`src/rtl/cam_frame_writer_if.sv`:
```
// AXI3 write-channel bundle between the frame writer (master) and the DDR port (slave).
interface cam_frame_writer_if;
  logic [31:0] awaddr;
  logic [3:0]  awlen;
  logic [2:0]  awsize;
  logic [1:0]  awburst;
  logic        awvalid;
  logic        awready;
  logic [63:0] wdata;
  logic [7:0]  wstrb;
  logic        wlast;
  logic        wvalid;
  logic        wready;
  logic [1:0]  bresp;
  logic        bvalid;
  logic        bready;

  modport master (
    output awaddr, awlen, awsize, awburst, awvalid,
    input  awready,
    output wdata, wstrb, wlast, wvalid,
    input  wready,
    input  bresp, bvalid,
    output bready
  );

  modport slave (
    input  awaddr, awlen, awsize, awburst, awvalid,
    output awready,
    input  wdata, wstrb, wlast, wvalid,
    output wready,
    output bresp, bvalid,
    input  bready
  );
endinterface

```
`src/rtl/cam_frame_writer.sv`:
```
// Write-DMA stage: packs the camera pixel stream into fixed-length AXI3 INCR bursts
// into a DDR frame buffer, tracking outstanding responses and reporting done/err.
module cam_frame_writer #(
  parameter int BURST_LEN       = 16,
  parameter int MAX_OUTSTANDING = 4
) (
  input  logic               fclk,
  input  logic               rst_n,
  input  logic               start,
  input  logic [31:0]        base_addr,
  input  logic [23:0]        frame_bursts,
  input  logic [63:0]        sdata,
  input  logic               sdata_valid,
  input  logic               sdata_burst_valid,
  output logic               sdata_ready,
  cam_frame_writer_if.master axi,
  output logic               busy,
  output logic               done,
  output logic               err,
  output logic [23:0]        bursts_done
);
  localparam int            BURST_SHIFT = $clog2(BURST_LEN * 8);
  localparam int            OW          = $clog2(MAX_OUTSTANDING + 1);
  localparam logic [3:0]    LAST_BEAT   = 4'(BURST_LEN - 1);
  localparam logic [OW-1:0] MAX_OUT     = OW'(MAX_OUTSTANDING);

  typedef enum logic [2:0] {IDLE, WAIT_DATA, ADDR, DATA, DRAIN} state_t;

  state_t        state;
  state_t        state_nxt;
  logic          done_nxt;
  logic [31:0]   base_q;
  logic [23:0]   frame_q;
  logic [23:0]   issued;
  logic [OW-1:0] outstanding;
  logic [OW-1:0] outstanding_nxt;
  logic [3:0]    beat;
  logic          start_ok;
  logic          misaligned;
  logic          empty_frame;
  logic          aw_fire;
  logic          w_fire;
  logic          b_fire;

  always_comb begin
    start_ok        = (state == IDLE) && start;
    misaligned      = base_addr[BURST_SHIFT-1:0] != '0;
    empty_frame     = frame_bursts == '0;
    aw_fire         = (state == ADDR) && axi.awready;
    w_fire          = (state == DATA) && sdata_valid && axi.wready;
    b_fire          = (outstanding != '0) && axi.bvalid;
    outstanding_nxt = outstanding;
    if (aw_fire && !b_fire) begin
      outstanding_nxt = outstanding + OW'(1);
    end else if (b_fire && !aw_fire) begin
      outstanding_nxt = outstanding - OW'(1);
    end
  end

  // DRAIN raises done once the last response lands, then holds one more cycle so
  // busy stays high through the done pulse.
  always_comb begin
    state_nxt = state;
    done_nxt  = 1'b0;
    case (state)
      IDLE: begin
        if (start) begin
          if (misaligned || empty_frame) begin
            done_nxt = 1'b1;
          end else begin
            state_nxt = WAIT_DATA;
          end
        end
      end
      WAIT_DATA: begin
        if (issued == frame_q) begin
          state_nxt = DRAIN;
        end else if (sdata_burst_valid && (outstanding < MAX_OUT)) begin
          state_nxt = ADDR;
        end
      end
      ADDR: begin
        if (axi.awready) begin
          state_nxt = DATA;
        end
      end
      DATA: begin
        if (w_fire && (beat == LAST_BEAT)) begin
          state_nxt = WAIT_DATA;
        end
      end
      DRAIN: begin
        if (done) begin
          state_nxt = IDLE;
        end else if (outstanding_nxt == '0) begin
          done_nxt = 1'b1;
        end
      end
      default: state_nxt = IDLE;
    endcase
  end

  always_ff @(posedge fclk or negedge rst_n) begin
    if (!rst_n) begin
      state <= IDLE;
      done  <= 1'b0;
    end else begin
      state <= state_nxt;
      done  <= done_nxt;
    end
  end

  always_ff @(posedge fclk or negedge rst_n) begin
    if (!rst_n) begin
      base_q      <= '0;
      frame_q     <= '0;
      issued      <= '0;
      outstanding <= '0;
      beat        <= '0;
    end else begin
      outstanding <= outstanding_nxt;
      if (start_ok) begin
        base_q  <= base_addr;
        frame_q <= frame_bursts;
        issued  <= '0;
      end else if (aw_fire) begin
        issued <= issued + 24'd1;
      end
      if (aw_fire) begin
        beat <= '0;
      end else if (w_fire) begin
        beat <= beat + 4'd1;
      end
    end
  end

  // A bad response only flags err; the frame keeps running to completion.
  always_ff @(posedge fclk or negedge rst_n) begin
    if (!rst_n) begin
      err         <= 1'b0;
      bursts_done <= '0;
    end else if (start_ok) begin
      err         <= misaligned;
      bursts_done <= '0;
    end else if (b_fire) begin
      bursts_done <= bursts_done + 24'd1;
      if (axi.bresp != 2'b00) begin
        err <= 1'b1;
      end
    end
  end

  assign axi.awvalid = (state == ADDR);
  assign axi.awaddr  = (state == ADDR) ? base_q + ({8'd0, issued} << BURST_SHIFT) : '0;
  assign axi.awlen   = LAST_BEAT;
  assign axi.awsize  = 3'd3;
  assign axi.awburst = 2'b01;

  assign axi.wvalid  = (state == DATA) && sdata_valid;
  assign axi.wdata   = sdata;
  assign axi.wstrb   = 8'hFF;
  assign axi.wlast   = (state == DATA) && (beat == LAST_BEAT);
  assign sdata_ready = (state == DATA) && axi.wready;

  assign axi.bready  = (outstanding != '0);
  assign busy        = (state != IDLE);
endmodule

```
`src/flat_wrapper.sv`:
```
// flat-port wrapper written by rule: the top's interface ports become plain ports
module cam_frame_writer_flat 
#(
  parameter int BURST_LEN       = 16,
  parameter int MAX_OUTSTANDING = 4
)
  (fclk, rst_n, start, base_addr, frame_bursts, sdata, sdata_valid, sdata_burst_valid, sdata_ready, busy, done, err, bursts_done, axi_awaddr, axi_awlen, axi_awsize, axi_awburst, axi_awvalid, axi_awready, axi_wdata, axi_wstrb, axi_wlast, axi_wvalid, axi_wready, axi_bresp, axi_bvalid, axi_bready);
  cam_frame_writer_if axi_i ();
  input  logic fclk;
  input  logic rst_n;
  input  logic start;
  input  logic [31:0] base_addr;
  input  logic [23:0] frame_bursts;
  input  logic [63:0] sdata;
  input  logic sdata_valid;
  input  logic sdata_burst_valid;
  output logic sdata_ready;
  output logic busy;
  output logic done;
  output logic err;
  output logic [23:0] bursts_done;
  output wire logic [$bits(axi_i.awaddr)-1:0] axi_awaddr;
  output wire logic [$bits(axi_i.awlen)-1:0] axi_awlen;
  output wire logic [$bits(axi_i.awsize)-1:0] axi_awsize;
  output wire logic [$bits(axi_i.awburst)-1:0] axi_awburst;
  output wire logic [$bits(axi_i.awvalid)-1:0] axi_awvalid;
  input wire logic [$bits(axi_i.awready)-1:0] axi_awready;
  output wire logic [$bits(axi_i.wdata)-1:0] axi_wdata;
  output wire logic [$bits(axi_i.wstrb)-1:0] axi_wstrb;
  output wire logic [$bits(axi_i.wlast)-1:0] axi_wlast;
  output wire logic [$bits(axi_i.wvalid)-1:0] axi_wvalid;
  input wire logic [$bits(axi_i.wready)-1:0] axi_wready;
  input wire logic [$bits(axi_i.bresp)-1:0] axi_bresp;
  input wire logic [$bits(axi_i.bvalid)-1:0] axi_bvalid;
  output wire logic [$bits(axi_i.bready)-1:0] axi_bready;
  assign axi_awaddr = axi_i.awaddr;
  assign axi_awlen = axi_i.awlen;
  assign axi_awsize = axi_i.awsize;
  assign axi_awburst = axi_i.awburst;
  assign axi_awvalid = axi_i.awvalid;
  assign axi_i.awready = axi_awready;
  assign axi_wdata = axi_i.wdata;
  assign axi_wstrb = axi_i.wstrb;
  assign axi_wlast = axi_i.wlast;
  assign axi_wvalid = axi_i.wvalid;
  assign axi_i.wready = axi_wready;
  assign axi_i.bresp = axi_bresp;
  assign axi_i.bvalid = axi_bvalid;
  assign axi_bready = axi_i.bready;
  cam_frame_writer #(.BURST_LEN(BURST_LEN), .MAX_OUTSTANDING(MAX_OUTSTANDING)) u_core (.fclk(fclk), .rst_n(rst_n), .start(start), .base_addr(base_addr), .frame_bursts(frame_bursts), .sdata(sdata), .sdata_valid(sdata_valid), .sdata_burst_valid(sdata_burst_valid), .sdata_ready(sdata_ready), .axi(axi_i), .busy(busy), .done(done), .err(err), .bursts_done(bursts_done));
endmodule
```
`config.mk`:
```
export PLATFORM = sky130hd
export DESIGN_NAME = cam_frame_writer_flat
export DESIGN_NICKNAME = d
export VERILOG_FILES = /design/src/rtl/cam_frame_writer_if.sv /design/src/rtl/cam_frame_writer.sv /design/src/flat_wrapper.sv
export SDC_FILE = /design/constraint.sdc
export NUM_CORES = 1
export LEC_CHECK = 0
export BUFFER_PORTS_ARGS = -buffer_cell sky130_fd_sc_hd__buf_2
export CAP_MARGIN = 10
export CORE_MARGIN = 2
export CORE_UTILIZATION = 40
export CTS_BUF_LIST = sky130_fd_sc_hd__clkbuf_8
export DETAILED_ROUTE_END_ITERATION = 6
export GPL_TIMING_DRIVEN = 1
export PLACE_DENSITY_LB_ADDON = 0.08
export SLEW_MARGIN = 15
export SYNTH_ARGS = -nofsm -noshare
export SYNTH_HDL_FRONTEND = slang
export SYNTH_SLANG_ARGS = --single-unit
```
`constraint.sdc`:
```
create_clock -name fclk -period 2.3 [get_ports fclk]
set_input_delay 0.345 -clock fclk [delete_from_list [all_inputs] [get_ports fclk]]
set_output_delay 0.345 -clock fclk [all_outputs]
set_load 0.01 [all_outputs]
```
# Yosys cells after proc, flatten, opt, wreduce, memory -nomap -nowiden
# Index checks and enable logic that the tools add are counted.
dict set report totals {
  output_inout_bits 145
  in_bits 130
  wordCells 80
  ff_bits 116
}
dict set report classes {
  addsub 6
  eq_ne 12
  muxes 25
  order_cmp 1
  n_reduce_logical 27
}
# cell n
set op_table {}
lappend op_table {{two-way mux 24 bit} 4}
lappend op_table {{adder 24 x 1 -> 24 bit, second input constant} 2}
lappend op_table {{adder 32 x 31 -> 32 bit} 1}
lappend op_table {{two-way mux 32 bit} 1}
lappend op_table {{two-way mux 3 bit} 9}
lappend op_table {{== test 24 bit} 1}
lappend op_table {{logical NOT 24 bit} 1}
lappend op_table {{case mux 3 bit (5 select lines)} 1}
lappend op_table {{logical AND 1 bit} 11}
lappend op_table {{nonzero test 2 bit} 5}
lappend op_table {{two-way mux 4 bit} 2}
lappend op_table {{two-way mux 1 bit} 7}
lappend op_table {{nonzero test 7 bit} 1}
lappend op_table {{== test 3 x 2 -> 1 bit, second input constant} 2}
lappend op_table {{logical NOT 3 bit} 2}
lappend op_table {{inequality test 2 x 1 -> 1 bit, second input constant} 3}
lappend op_table {{AND reduction 6 bit} 1}
lappend op_table {{nonzero test 3 bit} 2}
lappend op_table {{adder 4 x 1 -> 4 bit, second input constant} 1}
lappend op_table {{== test 4 bit, second input constant} 1}
lappend op_table {{inequality test 2 bit, second input constant} 2}
lappend op_table {{adder 3 x 1 -> 3 bit, second input constant} 1}
lappend op_table {{== test 3 x 1 -> 1 bit, second input constant} 1}
lappend op_table {{== test 3 bit, second input constant} 1}
lappend op_table {{other kinds (7)} 8}

# Longest topological paths before layout
dict set report logic_depth {
  ltp_word 10
  depth_mapped 10
}

# Worst setup path after synthesis
# OpenSTA, ideal clock, no wires.
dict set report synth_path {
  path_kind {reg-to-output}
  from {reg u_core.issued[0]}
  to {out axi_awaddr[25]}
  n_path_buf 0
  path_slack_ns -0.434
  t_arrival_ns 2.389
  required_time_ns 1.955
  stages_incl_launch_ff 11
  cell_sequence {dfrtp_1 ha_1 inv_1 fa_1 nor2b_1 o31a_2 o2111ai_1 a21o_1 a211o_1 nand3_1 nor3b_1}
}
dict set report synth_between {
  elab_chain_len 2
}
# item line_no
set synth_rtl {}
lappend synth_rtl {{from (decl)} cam_frame_writer.sv:34} ;# logic [23:0] issued;
lappend synth_rtl {{from (signal assigned)} cam_frame_writer.sv:127} ;# issued <= issued + 24'd1;
lappend synth_rtl {{adder 32 x 31 -> 32 bit} cam_frame_writer.sv:154} ;# assign axi.awaddr = (state == ADDR) ? base_q + ({8'd0, issued} << BURST_SHIFT) : '0;
lappend synth_rtl {{two-way mux 32 bit} cam_frame_writer.sv:154}
lappend synth_rtl {{to (decl)} flat_wrapper.sv:22} ;# output wire logic [$bits(axi_i.awaddr)-1:0] axi_awaddr;
# Every way passes these cells.

# Final worst setup path
# Ends and elaborated chain as after synthesis.

==> results by group <==
Floorplanning
  – Die Wd: between 100 and 150 µm
  – Die Area: about 20000 µm²
  – Initial core utilization: 0.410
  – Die Y: between 100 and 150 µm
  – Core Rows: 49
  – I/O Pins: 275
  – Area of the core: 18100 µm²

STA
  – Max Freq: approximately 320 MHz
  – # setup viols final: 21
  – Worst-Margin Slew: 0.562 ns
  – Fin. Hold Viols: 0
  – Final period utilization: 1.36
  – Max Slew Vio Count: 0
  – RSZ-0062 raised after global routing: yes
  – Worst Slack Setup Final: -0.824 ns
  – Tmin final: ~3.1 ns
  – Setup Skew: approximately 0.014 ns
  – Relative slew slack: 0.623

Routing
  – # DRC: 26
  – Routed WL: roughly 19000 µm
  – Via count: between 5k and 6k
  – DR WL/cell: about 16 µm
  – Vias/cell: ~5
  – DR pass1 iterations: 7
  – Initial DRC Count: between 200 and 250
  – Routed Antenna Nets: 0

Final layout
  – # diodes: 0
  – Commonest non-fill, non-tap cell in the layout: buf_2
  – Most frequent cells in the layout: 128 x buf_2, 115 x dfrtp_1, 99 x buf_4
  – Fin area: between 9000 and 10000 µm²
  – Layout Cells excl Fill: around 1.2k
  – Layout cells sized above 1: 0.403
  – Fin nets: between 1k and 1.5k
  – Area Growth Syn to Fin: 25.7%

Synthesis
  – Post-synthesis mux area share: 0.0878
  – Synth Instances: approximately 770
  – Synthesized area: ~7400 µm²
  – Netlist cell types: between 60 and 70
  – Ys Warns: 0
  – Ys flop type: dfrtp_1
  – Synth Register Bits: 116
  – Synth Area in Adders: 0.0534
  – Post-synthesis xor/xnor area fraction: 0.108
  – Synth Area in Compound Gates: 0.0817
  – Sequential fraction of the synthesis area: 0.392
  – Avg Inst Size Synth: between 9 and 10 µm²
  – Largest family of logic cells by synthesized area: simple AND/OR/NAND/NOR gates
  – Synth Area in Simple Gates: 0.171
  – Post-synth EDFFs: 0
  – Ys async rst share: 1.00

Clocking
  – H-tree levels: 4
  – Clk Latency, worst-skew pair: ~0.43 ns
  – Clk slew on worst S/H paths: about 0.080 ns
  – Cts bufs inserted: 17
  – CTS tree: built
  – Longest Clk Path Bufs: 2
  – Clk sinks: about 120
  – Clock root buffer master: clkbuf_8

Worst setup path
  – R2R Setup Slk: between 0.2 and 0.25 ns
  – CP Cell Sequence: ha_2 -> inv_2 -> fa_2 -> nor2b_2 -> o31a_2 -> o2111ai_2 -> a21o_1 -> a211o_1 -> a21oi_2 -> nor3b_4 -> buf_2
  – Critical path's slowest cell: dfrtp_1
  – Critical Path RT: between 1.5 and 2 ns
  – CP Data Arrival Time: roughly 2.8 ns
  – Slowest stage delay, CP: 0.36 ns
  – R2R Path Start: u_core.issued[0]
  – RR Endpoint: u_core.issued[16]
  – Reg2reg path depth: 10
  – Crit. End Element: output port
  – Worst setup path category: flip-flop to output port
  – Max FO, Critical Path: 3
  – Startpoint types: flip-flop

Global route
  – Global-route wire length before repair: approximately 31000 µm
  – Number of global-route vias before repair: between 6k and 7k
  – Initial antenna violation count: 1
  – Total Routing Usage GR: 0.199
  – Largest net degree at the start of global routing: between 80 and 90
  – Grt ovf: 0

Status
  – Failing checks: design-rule violations, negative setup slack
  – Outcome: complete, but fails checks

Place
  – Placed Cells: roughly 1.1k
  – DP HPWL: around 15000 µm
  – GPL Wtd Cong: a little over 0.8
  – DP Area: roughly 8500 µm²
  – Setup WS pre-CTS: -0.400 ns
  – Port-buffer cells: 129

Power
  – Pleak: around 4.5 nW
  – Power Density: a little over 900 nW/µm²
  – Worst vdd ir: 0.403 mV
  – Total power: about 8.6 mW

Flow run
  – Max-Cap Viols: 0

Hold path
  – Worst hold path class: input port to flip-flop
  – Worst Hold Depth: 3
  – Hold Crit Start: base_addr[8]
  – Hold endpoint: u_core.base_q[8]
-- worst max-delay path: cells and delay by family, from the launching register on --
kind	cells	cell delay [ns]
AO/OA/AOI/OAI	5	1.07
adder cells (fa/ha/maj)	2	0.54
flip-flops	1	0.36
AND/OR/NAND/NOR	2	0.20
buffers and inverters	2	0.18
-- worst max path at each step --
stage          depth (start not counted)  slack (ns)              from        endpoint
6_report                              11       -0.82  u_core.issued[0]  axi_awaddr[25]
5_1_grt                               11       -0.98  u_core.issued[0]  axi_awaddr[25]
4_1_cts                               11       -0.85  u_core.base_q[7]  axi_awaddr[25]
3_5_place_dp                          11       -0.40  u_core.base_q[7]  axi_awaddr[25]
3_3_place_gp                          11       -0.36  u_core.base_q[7]  axi_awaddr[25]
2_1_floorplan                         10       -0.27  u_core.issued[0]  axi_awaddr[25]
-- area by class of cell --
| class | instances | area (µm²) |
|---|---|---|
| clock buffer | 17 | 234 |
| clock inverter | 14 | 201 |
| fill | 1695 | 8770 |
| inverter | 16 | 60.1 |
| multi-input combinational | 549 | 4070 |
| sequential | 116 | 2900 |
| tap | 229 | 287 |
| timing repair buffer | 241 | 1560 |
-- registers in the layout, indices dropped and copies added, names as in the netlist, 3 cells and up --
signal              flops
u_core.bursts_done     24
u_core.state            3
u_core.outstanding      3
u_core.beat             4
u_core.frame_q         24
u_core.base_q          32
u_core.issued          24
-- routing by layer --
layer / track usage / wire (µm) / vias up
met5: 0 / 13 / -
met4: 0.0579 / 269 / 2
met3: 0.0571 / 1190 / 37
met2: 0.336 / 9470 / 148
met1: 0.249 / 8160 / 2833
li1: - / - / 2900
-- synthesized netlist by cell type, types with 17 or more instances --
cell type / number / share of area
mux2_2: 55 / 0.084
dfrtp_1: 116 / 0.39
and3_1: 22 / 0.019
nor2_1: 94 / 0.048
ha_1: 30 / 0.051
xor2_1: 50 / 0.059
buf_4: 82 / 0.083
nand2_1: 57 / 0.029
a21oi_1: 29 / 0.020
nand4_1: 18 / 0.015
nand3_1: 17 / 0.011
xnor2_1: 41 / 0.048
o21ai_0: 17 / 0.011
-- cell families after synthesis --
kind of cell | after synthesis
AND/OR/NAND/NOR | 260
buffers and inverters | 121
flip-flops | 116
AO/OA/AOI/OAI | 92
XOR/XNOR | 91
multiplexers | 58
adder cells (fa/ha/maj) | 31
other | 2
-- timing repair --
action	4_1_cts	5_1_grt
buffers inserted	9	7
hold buffers	1	0
hold endpoints to repair	31	0
setup endpoints to repair	22	23
pin swaps	27	31
resized for setup	36	15
-- metrics by stage --
stage	util	hold WS (ns)	setup TNS [ns]
2_1_floorplan	-	0.0494	-1.08
3_3_place_gp	0.469	0.322	-3.63
5_1_grt	0.515	0.110	-14.65
6_report	0.515	0.115	-11.56
3_5_place_dp	0.469	0.324	-3.99
4_1_cts	0.508	0.0929	-11.72
-- power breakdown --
group          leakage, nW  internal, mW  switching (mW)
clock                0.213          1.19           0.906
sequential            1.45          2.68           0.491
combinational         2.82          1.81            1.50
Note: power is estimated with default switching activity, not from simulation.
